**config.mk**
```make
export PLATFORM = sky130hd
export DESIGN_NAME = serial_tx_arbiter_flat
export DESIGN_NICKNAME = d
export VERILOG_FILES = /design/src/rtl/serial_pkg.sv /design/src/rtl/serial_tx_arbiter_if.sv /design/src/rtl/rr_pick.sv /design/src/rtl/serial_tx_arbiter.sv /design/src/flat_wrapper.sv
export SDC_FILE = /design/constraint.sdc
export NUM_CORES = 1
export LEC_CHECK = 0
export CAP_MARGIN = 20
export CORE_MARGIN = 4
export CORE_UTILIZATION = 45
export CTS_CLUSTER_DIAMETER = 30
export DETAILED_ROUTE_END_ITERATION = 7
export GPL_TIMING_DRIVEN = 0
export MAX_ROUTING_LAYER = met4
export PLACE_DENSITY = 0.82
export SLEW_MARGIN = 10
export SYNTH_ARGS = -nofsm -noshare
export SYNTH_HDL_FRONTEND = slang
export SYNTH_SLANG_ARGS = --single-unit
```
**constraint.sdc**
```tcl
create_clock -name clock -period 2.4 [get_ports clock]
set_clock_uncertainty 0.05 [all_clocks]
set_input_delay 0.36 -clock clock [delete_from_list [all_inputs] [get_ports clock]]
set_output_delay 0.36 -clock clock [all_outputs]
set_load 0.05 [all_outputs]
```
**src/rtl/serial_pkg.sv**
```systemverilog
// Shared constants and types for the serial transmit arbiter slice.
package serial_pkg;

    localparam int unsigned NUM_REQ_DEFAULT        = 2;
    localparam int unsigned TIMEOUT_CYCLES_DEFAULT = 65535;
    localparam int unsigned IDLE_CNT_WIDTH         = 16;

    // Transmitter bit period: 6 MHz system clock at 9600 baud.
    localparam int unsigned CLOCK_HZ          = 6_000_000;
    localparam int unsigned BAUD_RATE         = 9600;
    localparam int unsigned BIT_PERIOD_CYCLES = CLOCK_HZ / BAUD_RATE;

    typedef enum logic {
        StIdle   = 1'b0,
        StLocked = 1'b1
    } state_t;

endpackage

```
**src/rtl/serial_tx_arbiter_if.sv**
```systemverilog
// Requester byte streams, transmitter handshake and lock status between arbiter and its users.
interface serial_tx_arbiter_if
    import serial_pkg::*;
#(
    parameter int unsigned NUM_REQ = NUM_REQ_DEFAULT
);
    localparam int unsigned ID_W = $clog2(NUM_REQ);

    logic [NUM_REQ-1:0][7:0] req_data;
    logic [NUM_REQ-1:0]      req_valid;
    logic [NUM_REQ-1:0]      req_last;
    logic [NUM_REQ-1:0]      req_ready;
    logic [7:0]              tx_data;
    logic                    tx_data_available;
    logic                    tx_ready;
    logic                    grant_active;
    logic [ID_W-1:0]         grant_id;
    logic                    timeout_pulse;

    modport slave (
        input  req_data, req_valid, req_last, tx_ready,
        output req_ready, tx_data, tx_data_available, grant_active, grant_id, timeout_pulse
    );

    modport master (
        output req_data, req_valid, req_last, tx_ready,
        input  req_ready, tx_data, tx_data_available, grant_active, grant_id, timeout_pulse
    );

endinterface

```
**src/rtl/rr_pick.sv**
```systemverilog
// Round-robin picker: first set request bit after last_grant, wrapping modulo NUM_REQ.
module rr_pick
    import serial_pkg::*;
#(
    parameter int unsigned NUM_REQ = NUM_REQ_DEFAULT,
    parameter int unsigned ID_W    = $clog2(NUM_REQ)
) (
    input  logic [NUM_REQ-1:0] req,
    input  logic [ID_W-1:0]    last_grant,
    output logic               found,
    output logic [ID_W-1:0]    idx
);

    always_comb begin
        int              cand;
        logic [ID_W-1:0] cand_id;
        found   = 1'b0;
        idx     = '0;
        cand    = 0;
        cand_id = '0;
        // Walk the order backwards so the nearest candidate is written last and wins.
        for (int i = int'(NUM_REQ); i >= 1; i--) begin
            cand    = (int'(last_grant) + i) % int'(NUM_REQ);
            cand_id = cand[ID_W-1:0];
            if (req[cand_id]) begin
                found = 1'b1;
                idx   = cand_id;
            end
        end
    end

endmodule

```
**src/rtl/serial_tx_arbiter.sv**
```systemverilog
// Packet-locked round-robin arbiter feeding several byte streams into one serial transmitter.
module serial_tx_arbiter
    import serial_pkg::*;
#(
    parameter int unsigned NUM_REQ        = NUM_REQ_DEFAULT,
    parameter int unsigned TIMEOUT_CYCLES = TIMEOUT_CYCLES_DEFAULT
) (
    input logic                clock,
    input logic                reset,
    serial_tx_arbiter_if.slave bus
);

    localparam int unsigned ID_W = $clog2(NUM_REQ);
    localparam logic [IDLE_CNT_WIDTH-1:0] IDLE_LIMIT = IDLE_CNT_WIDTH'(TIMEOUT_CYCLES - 1);

    state_t                    state_q;
    logic [ID_W-1:0]           grant_id_q;
    logic [ID_W-1:0]           last_grant_q;
    logic [IDLE_CNT_WIDTH-1:0] idle_cnt_q;
    logic                      timeout_pulse_q;

    logic                      pick_found;
    logic [ID_W-1:0]           pick_idx;
    logic                      sel_valid;
    logic                      sel_last;
    logic                      xfer;
    logic [NUM_REQ-1:0]        ready;
    logic [7:0]                tx_data;
    logic                      tx_avail;

    rr_pick #(
        .NUM_REQ (NUM_REQ),
        .ID_W    (ID_W)
    ) u_rr_pick (
        .req        (bus.req_valid),
        .last_grant (last_grant_q),
        .found      (pick_found),
        .idx        (pick_idx)
    );

    assign sel_valid = bus.req_valid[grant_id_q];
    assign sel_last  = bus.req_last[grant_id_q];
    assign xfer      = (state_q == StLocked) && sel_valid && bus.tx_ready;

    always_ff @(posedge clock) begin
        if (reset) begin
            state_q         <= StIdle;
            grant_id_q      <= '0;
            last_grant_q    <= ID_W'(NUM_REQ - 1);
            idle_cnt_q      <= '0;
            timeout_pulse_q <= 1'b0;
        end else begin
            timeout_pulse_q <= 1'b0;
            case (state_q)
                StIdle: begin
                    if (pick_found) begin
                        state_q    <= StLocked;
                        grant_id_q <= pick_idx;
                        idle_cnt_q <= '0;
                    end
                end
                StLocked: begin
                    // A transfer always takes priority; timeout only counts empty cycles.
                    if (xfer) begin
                        idle_cnt_q <= '0;
                        if (sel_last) begin
                            state_q      <= StIdle;
                            last_grant_q <= grant_id_q;
                        end
                    end else if (!sel_valid) begin
                        if (idle_cnt_q == IDLE_LIMIT) begin
                            state_q         <= StIdle;
                            last_grant_q    <= grant_id_q;
                            timeout_pulse_q <= 1'b1;
                            idle_cnt_q      <= '0;
                        end else begin
                            idle_cnt_q <= idle_cnt_q + IDLE_CNT_WIDTH'(1);
                        end
                    end
                end
                default: state_q <= StIdle;
            endcase
        end
    end

    always_comb begin
        ready    = '0;
        tx_data  = 8'h00;
        tx_avail = 1'b0;
        if (state_q == StLocked) begin
            tx_data           = bus.req_data[grant_id_q];
            tx_avail          = sel_valid;
            ready[grant_id_q] = bus.tx_ready;
        end
    end

    assign bus.req_ready         = ready;
    assign bus.tx_data           = tx_data;
    assign bus.tx_data_available = tx_avail;
    assign bus.grant_active      = (state_q == StLocked);
    assign bus.grant_id          = grant_id_q;
    assign bus.timeout_pulse     = timeout_pulse_q;

endmodule

```
**src/flat_wrapper.sv**
```systemverilog
// flat-port wrapper written by rule: the top's interface ports become plain ports
module serial_tx_arbiter_flat import serial_pkg::*;
#(
    parameter int unsigned NUM_REQ        = NUM_REQ_DEFAULT,
    parameter int unsigned TIMEOUT_CYCLES = TIMEOUT_CYCLES_DEFAULT
)
  (clock, reset, bus_req_data, bus_req_valid, bus_req_last, bus_tx_ready, bus_req_ready, bus_tx_data, bus_tx_data_available, bus_grant_active, bus_grant_id, bus_timeout_pulse);
  serial_tx_arbiter_if #(.NUM_REQ(NUM_REQ)) bus_i ();
  input logic clock;
  input logic reset;
  input wire logic [$bits(bus_i.req_data)-1:0] bus_req_data;
  input wire logic [$bits(bus_i.req_valid)-1:0] bus_req_valid;
  input wire logic [$bits(bus_i.req_last)-1:0] bus_req_last;
  input wire logic [$bits(bus_i.tx_ready)-1:0] bus_tx_ready;
  output wire logic [$bits(bus_i.req_ready)-1:0] bus_req_ready;
  output wire logic [$bits(bus_i.tx_data)-1:0] bus_tx_data;
  output wire logic [$bits(bus_i.tx_data_available)-1:0] bus_tx_data_available;
  output wire logic [$bits(bus_i.grant_active)-1:0] bus_grant_active;
  output wire logic [$bits(bus_i.grant_id)-1:0] bus_grant_id;
  output wire logic [$bits(bus_i.timeout_pulse)-1:0] bus_timeout_pulse;
  assign bus_i.req_data = bus_req_data;
  assign bus_i.req_valid = bus_req_valid;
  assign bus_i.req_last = bus_req_last;
  assign bus_i.tx_ready = bus_tx_ready;
  assign bus_req_ready = bus_i.req_ready;
  assign bus_tx_data = bus_i.tx_data;
  assign bus_tx_data_available = bus_i.tx_data_available;
  assign bus_grant_active = bus_i.grant_active;
  assign bus_grant_id = bus_i.grant_id;
  assign bus_timeout_pulse = bus_i.timeout_pulse;
  serial_tx_arbiter #(.NUM_REQ(NUM_REQ), .TIMEOUT_CYCLES(TIMEOUT_CYCLES)) u_core (.clock(clock), .reset(reset), .bus(bus_i));
endmodule
```
==> results summary <==
The initial antenna violation count came out at 0. The number of buffers between clock root and the deepest sink is 2. The half-perimeter wire length after placement came out at 2580 µm. The largest net degree at the start of global routing is 12. The final sum of negative setup slack came out at 0 ns. The number of top-level pins came out at 37. The clock buffer count from CTS came out at 3.

The flip-flop and latch count after synthesis came out at 20. The total of fill cells in the finished design came out at 258. For this run, the detailed router's first-pass iteration total came to 4.

The post-synthesis instance area is 1300 µm². The run finished with clean final reports. The portion of the post-synthesis area used by sequential elements came out at 30.8%.

The die width is 61.8 µm. In the routed design, unresolved DRC markers number 0. The worst hold slack after final layout is 0.433 ns. The tree built by TritonCTS fans out to 20 sinks. The number of global-route vias before repair is 1329. After clock tree synthesis, the repair step resized 12 gates. The required arrival time at the worst endpoint is 1.99 ns. The signal on the critical path passes through buf_6, clkbuf_2, mux2i_1, nor2_1, dlygate4sd2_1. The net count of the finished layout is 233.

The share of flip-flops with an asynchronous set or reset came out at 0%. The number of post-CTS setup repair buffers is 0. The routed layout has 1410 vias.

Yosys printed 0 warnings. For this run the aggregate overflow at the end of global routing stands at 0. CTS built an H-tree with a depth of 1. After detailed routing, the number of vias per cell comes to 5.92.

The shortest clock period the worst path allows after layout is 2.24 ns. In the finished design, the share of the clock period the worst path needs comes to 93.2%. The routed wirelength normalized by instance count is 14.1 µm. Across every metal layer, demand over resource in global routing totals 20.4%. Setup violations remaining at the end of the flow were counted as 0. The completed layout was analyzed and its total power is 761 µW.

The static power due to leakage is 0.000590 µW. The insertion delay of the later-clocked pin in the worst-skew pair is 0.31 ns. The antenna violation net count after detailed routing came out at 0. OpenSTA, run right after detailed placement, puts the worst setup slack at -0.0606 ns. Among cell families on the critical path, the largest total delay comes from buffers and inverters. In this run the worst hold path is classified as reg -> reg. Across the VDD grid, the largest voltage drop is 0.000331 V. The prevailing post-synth register cell is sky130_fd_sc_hd__dfxtp_1.

The floorplan step defined a core boundary enclosing 2760 µm². Headroom to the max-slew limit came out at 66.9%. In the final layout, flip-flops and latches occupy 400 µm². The unique cell type count in the Yosys netlist is 42.

Summing all multi-input logic gate instances after layout gives 807 µm². The floorplan row count came out at 19. The largest individual stage delay along the critical path comes from the cell sky130_fd_sc_hd__dlygate4sd2_1. The diode insertion count for antenna repair is 0. The number of buffer and inverter stages on the critical path came out at 3.

During placement, the flow inserted port buffers numbering 35. The critical path's largest stage delay is 0.55 ns. Setup repair after global routing left no endpoint under its margin. TritonCTS built the clock tree. The clock transition time at the flip-flop clock pins of the worst setup and hold paths is 0.12 ns. The final weighted congestion of routability-driven global placement came out at 0.873. The initial detailed-routing violation count came out at 91. STA puts the critical path data arrival time at 1.83 ns. The net count of the mapped netlist is 193. The peak clock frequency supported by timing came out at 447 MHz. The number of hold violations in the final report is 0. The pin slew with the least headroom to its limit is 0.488 ns. The final cell utilization of the core came out at 62.3%. The power density over cell area is 443 nW/µm². The effective utilization at floorplan is 47.2%. The die area came out at 3820 µm². Along the worst path, the maximum fanout reaches 10.

The tree is rooted in a sky130_fd_sc_hd__clkbuf_4. The synthesized instance count came out at 168. The number of max-capacitance violations reported came out at 0. The first global-routing pass estimated 5730 µm of wire. The worst setup margin is 0.162 ns. The endpoint type of the worst setup path is an output pin. STA classifies the critical path startpoint as a flop.

Measured along the y axis, the die boundary spans 61.8 µm. The total length of routed wires came out at 3350 µm. The fraction of layout instances using a drive strength above 1 is 8.21%. The mean instance size in the synthesized netlist came out at 7.75 µm². The final number of max-transition violations is 0. In this run, synthesis inferred 0 flip-flops with an integrated enable. The critical path is of the reg -> out type. The synthesis-to-finish area growth is 31.9%. The number of buffers inserted by hold repair at cts came out at 0.
through the flow:
stage	instances	cell area [µm²]
floorplan	168	1300
global placement	234	1690
detailed placement	234	1690
CTS	238	1710
global route	238	1720
finish	238	1720
synth_stat cells, types with 2 or more instances:
master | n | share of area, %
sky130_fd_sc_hd__a21oi_1 | 15 | 5.8
sky130_fd_sc_hd__o21ai_0 | 5 | 1.9
sky130_fd_sc_hd__or4_1 | 6 | 3.5
sky130_fd_sc_hd__ha_1 | 2 | 1.9
sky130_fd_sc_hd__o31ai_1 | 5 | 2.9
sky130_fd_sc_hd__a31o_2 | 2 | 1.3
sky130_fd_sc_hd__a41oi_1 | 2 | 1.3
sky130_fd_sc_hd__clkbuf_1 | 7 | 2.0
sky130_fd_sc_hd__nand2_1 | 13 | 3.8
sky130_fd_sc_hd__o32ai_1 | 2 | 1.3
sky130_fd_sc_hd__nand4_1 | 8 | 3.8
sky130_fd_sc_hd__or3_1 | 4 | 1.9
sky130_fd_sc_hd__buf_2 | 3 | 1.2
sky130_fd_sc_hd__dfxtp_1 | 20 | 31
sky130_fd_sc_hd__nor3_1 | 2 | 0.77
sky130_fd_sc_hd__nor2_1 | 17 | 4.9
sky130_fd_sc_hd__inv_1 | 9 | 2.6
sky130_fd_sc_hd__nand3_1 | 11 | 4.2
sky130_fd_sc_hd__mux2i_1 | 10 | 7.7
sky130_fd_sc_hd__a2111oi_0 | 2 | 1.3
sky130_fd_sc_hd__nor2b_1 | 2 | 0.96
worst paths after layout:
kind                                                  to  depth (start not counted)                  start  slack [ns]
worst max-delay path                      bus_tx_data[5]                          5    u_core.bus.grant_id        0.16
worst min-delay path            u_core.bus.timeout_pulse                          2  u_core.idle_cnt_q[15]        0.43
worst max register to register     u_core.idle_cnt_q[14]                          6   u_core.idle_cnt_q[0]        0.35
worst min register to register  u_core.bus.timeout_pulse                          2  u_core.idle_cnt_q[15]        0.43
cells by family after synthesis:
logic type	synth area share, %
muxes	9.71
xor gates and xnor gates	0.673
DFF	30.8
buffers and inverters	7.21
and+or+nand+nor	27.0
AOI/OAI and AO/OA	22.7
adders and majority gates	1.92
power by group:
part | total, µW | internal (µW) | switching [µW]
clock | 203 | 92.6 | 110
combinational | 216 | 83.8 | 132
sequential | 342 | 336 | 5.62
layout make-up:
type	instances	area share (%)
multi-input cells	127	47.0
flip-flops and latches	20	23.3
repair buffers	35	19.7
plain buffers	12	3.64
well taps	31	2.26
clock buffers	4	2.11
inverters	9	1.97
worst min-delay path: stages (launching register included):
cell and delay, ns:
sky130_fd_sc_hd__dfxtp_1 0.34, sky130_fd_sc_hd__nand4_1 0.07, sky130_fd_sc_hd__nor3_1 0.05
per-layer routing:
layer	vias to the layer above	global-route usage, %	wire, µm
met4	0	6.67	53
met3	7	5.17	265
met2	66	32.6	1570
met5	-	-	0
met1	634	25.1	1460
li1	703	-	-
registers in the layout (all words and copies together), names as in the netlist:
| name | flops |
|---|---|
| u_core.bus.timeout_pulse | 1 |
| u_core.bus.grant_active | 1 |
| u_core.idle_cnt_q | 16 |
| u_core.bus.grant_id | 1 |
| u_core.last_grant_q | 1 |
layout by cell type (no fill, tap or decap), types with 4 or more instances in the layout:
master / instances
sky130_fd_sc_hd__mux2i_1: 10
sky130_fd_sc_hd__clkdlybuf4s50_1: 24
sky130_fd_sc_hd__inv_1: 9
sky130_fd_sc_hd__clkbuf_1: 5
sky130_fd_sc_hd__a21oi_1: 15
sky130_fd_sc_hd__or4_1: 6
sky130_fd_sc_hd__o31ai_1: 5
sky130_fd_sc_hd__nor2_1: 17
sky130_fd_sc_hd__dfxtp_1: 20
sky130_fd_sc_hd__nand3_1: 11
sky130_fd_sc_hd__nand4_1: 8
sky130_fd_sc_hd__o21ai_0: 5
sky130_fd_sc_hd__dlygate4sd2_1: 10
sky130_fd_sc_hd__nand2_1: 13
sky130_fd_sc_hd__or3_1: 4
(Power assumes the default switching activity.)
==> patch (same settings) <==
Set the package constant `NUM_REQ_DEFAULT` to 4 (it was 2).
--- a/src/rtl/serial_pkg.sv
+++ b/src/rtl/serial_pkg.sv
@@ -2,5 +2,5 @@
 package serial_pkg;
 
-    localparam int unsigned NUM_REQ_DEFAULT        = 2;
+    localparam int unsigned NUM_REQ_DEFAULT        = 4;
     localparam int unsigned TIMEOUT_CYCLES_DEFAULT = 65535;
     localparam int unsigned IDLE_CNT_WIDTH         = 16;
Ports: changed (5 resized); port bits go from 37 to 60. The function was not compared with the original's and may differ.
==> patch against the original RTL <==
  * Synthesized area up 9.6%
  * Power rose by 17%
  * Wire length increased by 25%
  * Final area grew 20%
  * Critical path depth down 1
  * Setup slack improved by 0.00066 ns
  * Sequential cell count is 2 higher
  * Die area grew 8.3%
  * Count of clock-buffer cells in the layout unchanged
  * First-iteration DRC count up 8.8%
  * Largest cell class unchanged
  * Largest power group unchanged
==> patch: results (changes against the original RTL) <==
register-to-register setup slack=0.33 ns (was 0.35 ns); Area contributors post-synth=dfxtp_1 31%, mux4_2 16%, nor2_1 7.4% (was dfxtp_1 31%, mux2i_1 7.7%, a21oi_1 5.8%); Buffers excl. clock=64 (was 47); last element of the critical path=bus_tx_data[3] (was bus_tx_data[5]); sequential area share after synthesis=30.9% (was 30.8%); total placed instance area=0.00206 mm² (was 0.00169 mm²); floorplan die width=64.3 µm (was 61.8 µm); nets@finish=270 (was 233); combinational group power=0.295 mW (was 0.216 mW); distinct cell type count of the synthesized netlist=33 (was 42); Worst Reg-to-Reg Cells=5 (was 6); number of instances in the placed design=265 (was 234); Crit path max-delay family=multiplexers (was buffers and inverters); flip-flop and latch area=443 µm² (was 400 µm²); GRT Resource Usage Total=22.3% (was 20.4%); multi-input combinational area share=44.5% (was 47.0%); final-layout worst hold slack=0.363 ns (was 0.433 ns); fraction of power consumed by combinational cells=33.2% (was 28.4%); tightest slew margin relative to the limit=59.3% (was 66.9%); endpoint of the worst-slack reg-to-reg timing path=u_core.idle_cnt_q[6] (was u_core.idle_cnt_q[14]); slowest CP cell=mux4_2 (was dlygate4sd2_1); largest net degree at the start of global routing=13 (was 12); DR vias=1431 (was 1410); Critical Path Source=u_core.bus.grant_id[0] (was u_core.bus.grant_id); DR vias/cell=5.34 (was 5.92); Met2 Wirelength=2050 µm (was 1570 µm); count of multi-input gates=123 (was 127); fraction of area in non-clock buffers=27.6% (was 23.3%); HP Start=reset (was u_core.idle_cnt_q[15]); Signal inverters=11 (was 9); estimated wirelength of the detail-placed design=3330 µm (was 2580 µm); cell types with the highest counts after synthesis=28 x nor2_1, 22 x dfxtp_1, 11 x inv_1, 10 x mux4_2, 9 x and2_1 (was 20 x dfxtp_1, 17 x nor2_1, 15 x a21oi_1, 13 x nand2_1, 11 x nand3_1); multi-input logic area=921 µm² (was 807 µm²); final wirelength=4190 µm (was 3350 µm); M3 GR Usage=5.10% (was 5.17%); type of the tightest min-delay check=input port to flip-flop (was flip-flop to flip-flop); result of the run=finished clean (unchanged); cell leakage power=0.774 nW (was 0.590 nW); post-layout worst setup margin=0.163 ns (was 0.162 ns); post_cts resized=34 (was 12); Iteration-0 DRC Markers=99 (was 91); Post-Syn Instances=163 (was 168); relative contribution of sequential cells to total power=43.7% (was 44.9%); clk cell area share=1.75% (was 2.11%); worst voltage drop across the vdd grid=0.000351 V (was 0.000331 V); Hold Path Sink=u_core.bus.grant_id[1] (was u_core.bus.timeout_pulse); Post-Syn Nets=208 (was 193); largest incremental delay on the critical path=0.52 ns (was 0.55 ns)
## patch: cell types whose count changed after synthesis, sizes merged, moves of 7 or more
| cell | unedited run | this run |
|---|---|---|
| and2 | 0 | 9 |
| mux4 | 0 | 10 |
| xnor2 | 1 | 8 |
| a21oi | 15 | 6 |
| nand2 | 13 | 6 |
| mux2i | 10 | 2 |
| nor2 | 17 | 28 |
## patch: logic make-up (layout without fill, tap and decap cells)
group	Yosys count	count (layout)	share of synthesized area, %
and+or+nand+nor	73	73	26.7
AOI/OAI and AO/OA	24	24	11.1
DFF	22	22	30.9
buffers and inverters	18	79	5.00
xor gates and xnor gates	12	12	7.37
muxes	12	12	17.2
adders and majority gates	2	2	1.75
## patch: worst reg2reg max path, cell delays in order, from the launching register on
cell      delay [ns]
dfxtp_2         0.42
mux4_2          0.55
a22o_1          0.28
o21bai_2        0.30
buf_2           0.29
nor2_1          0.08
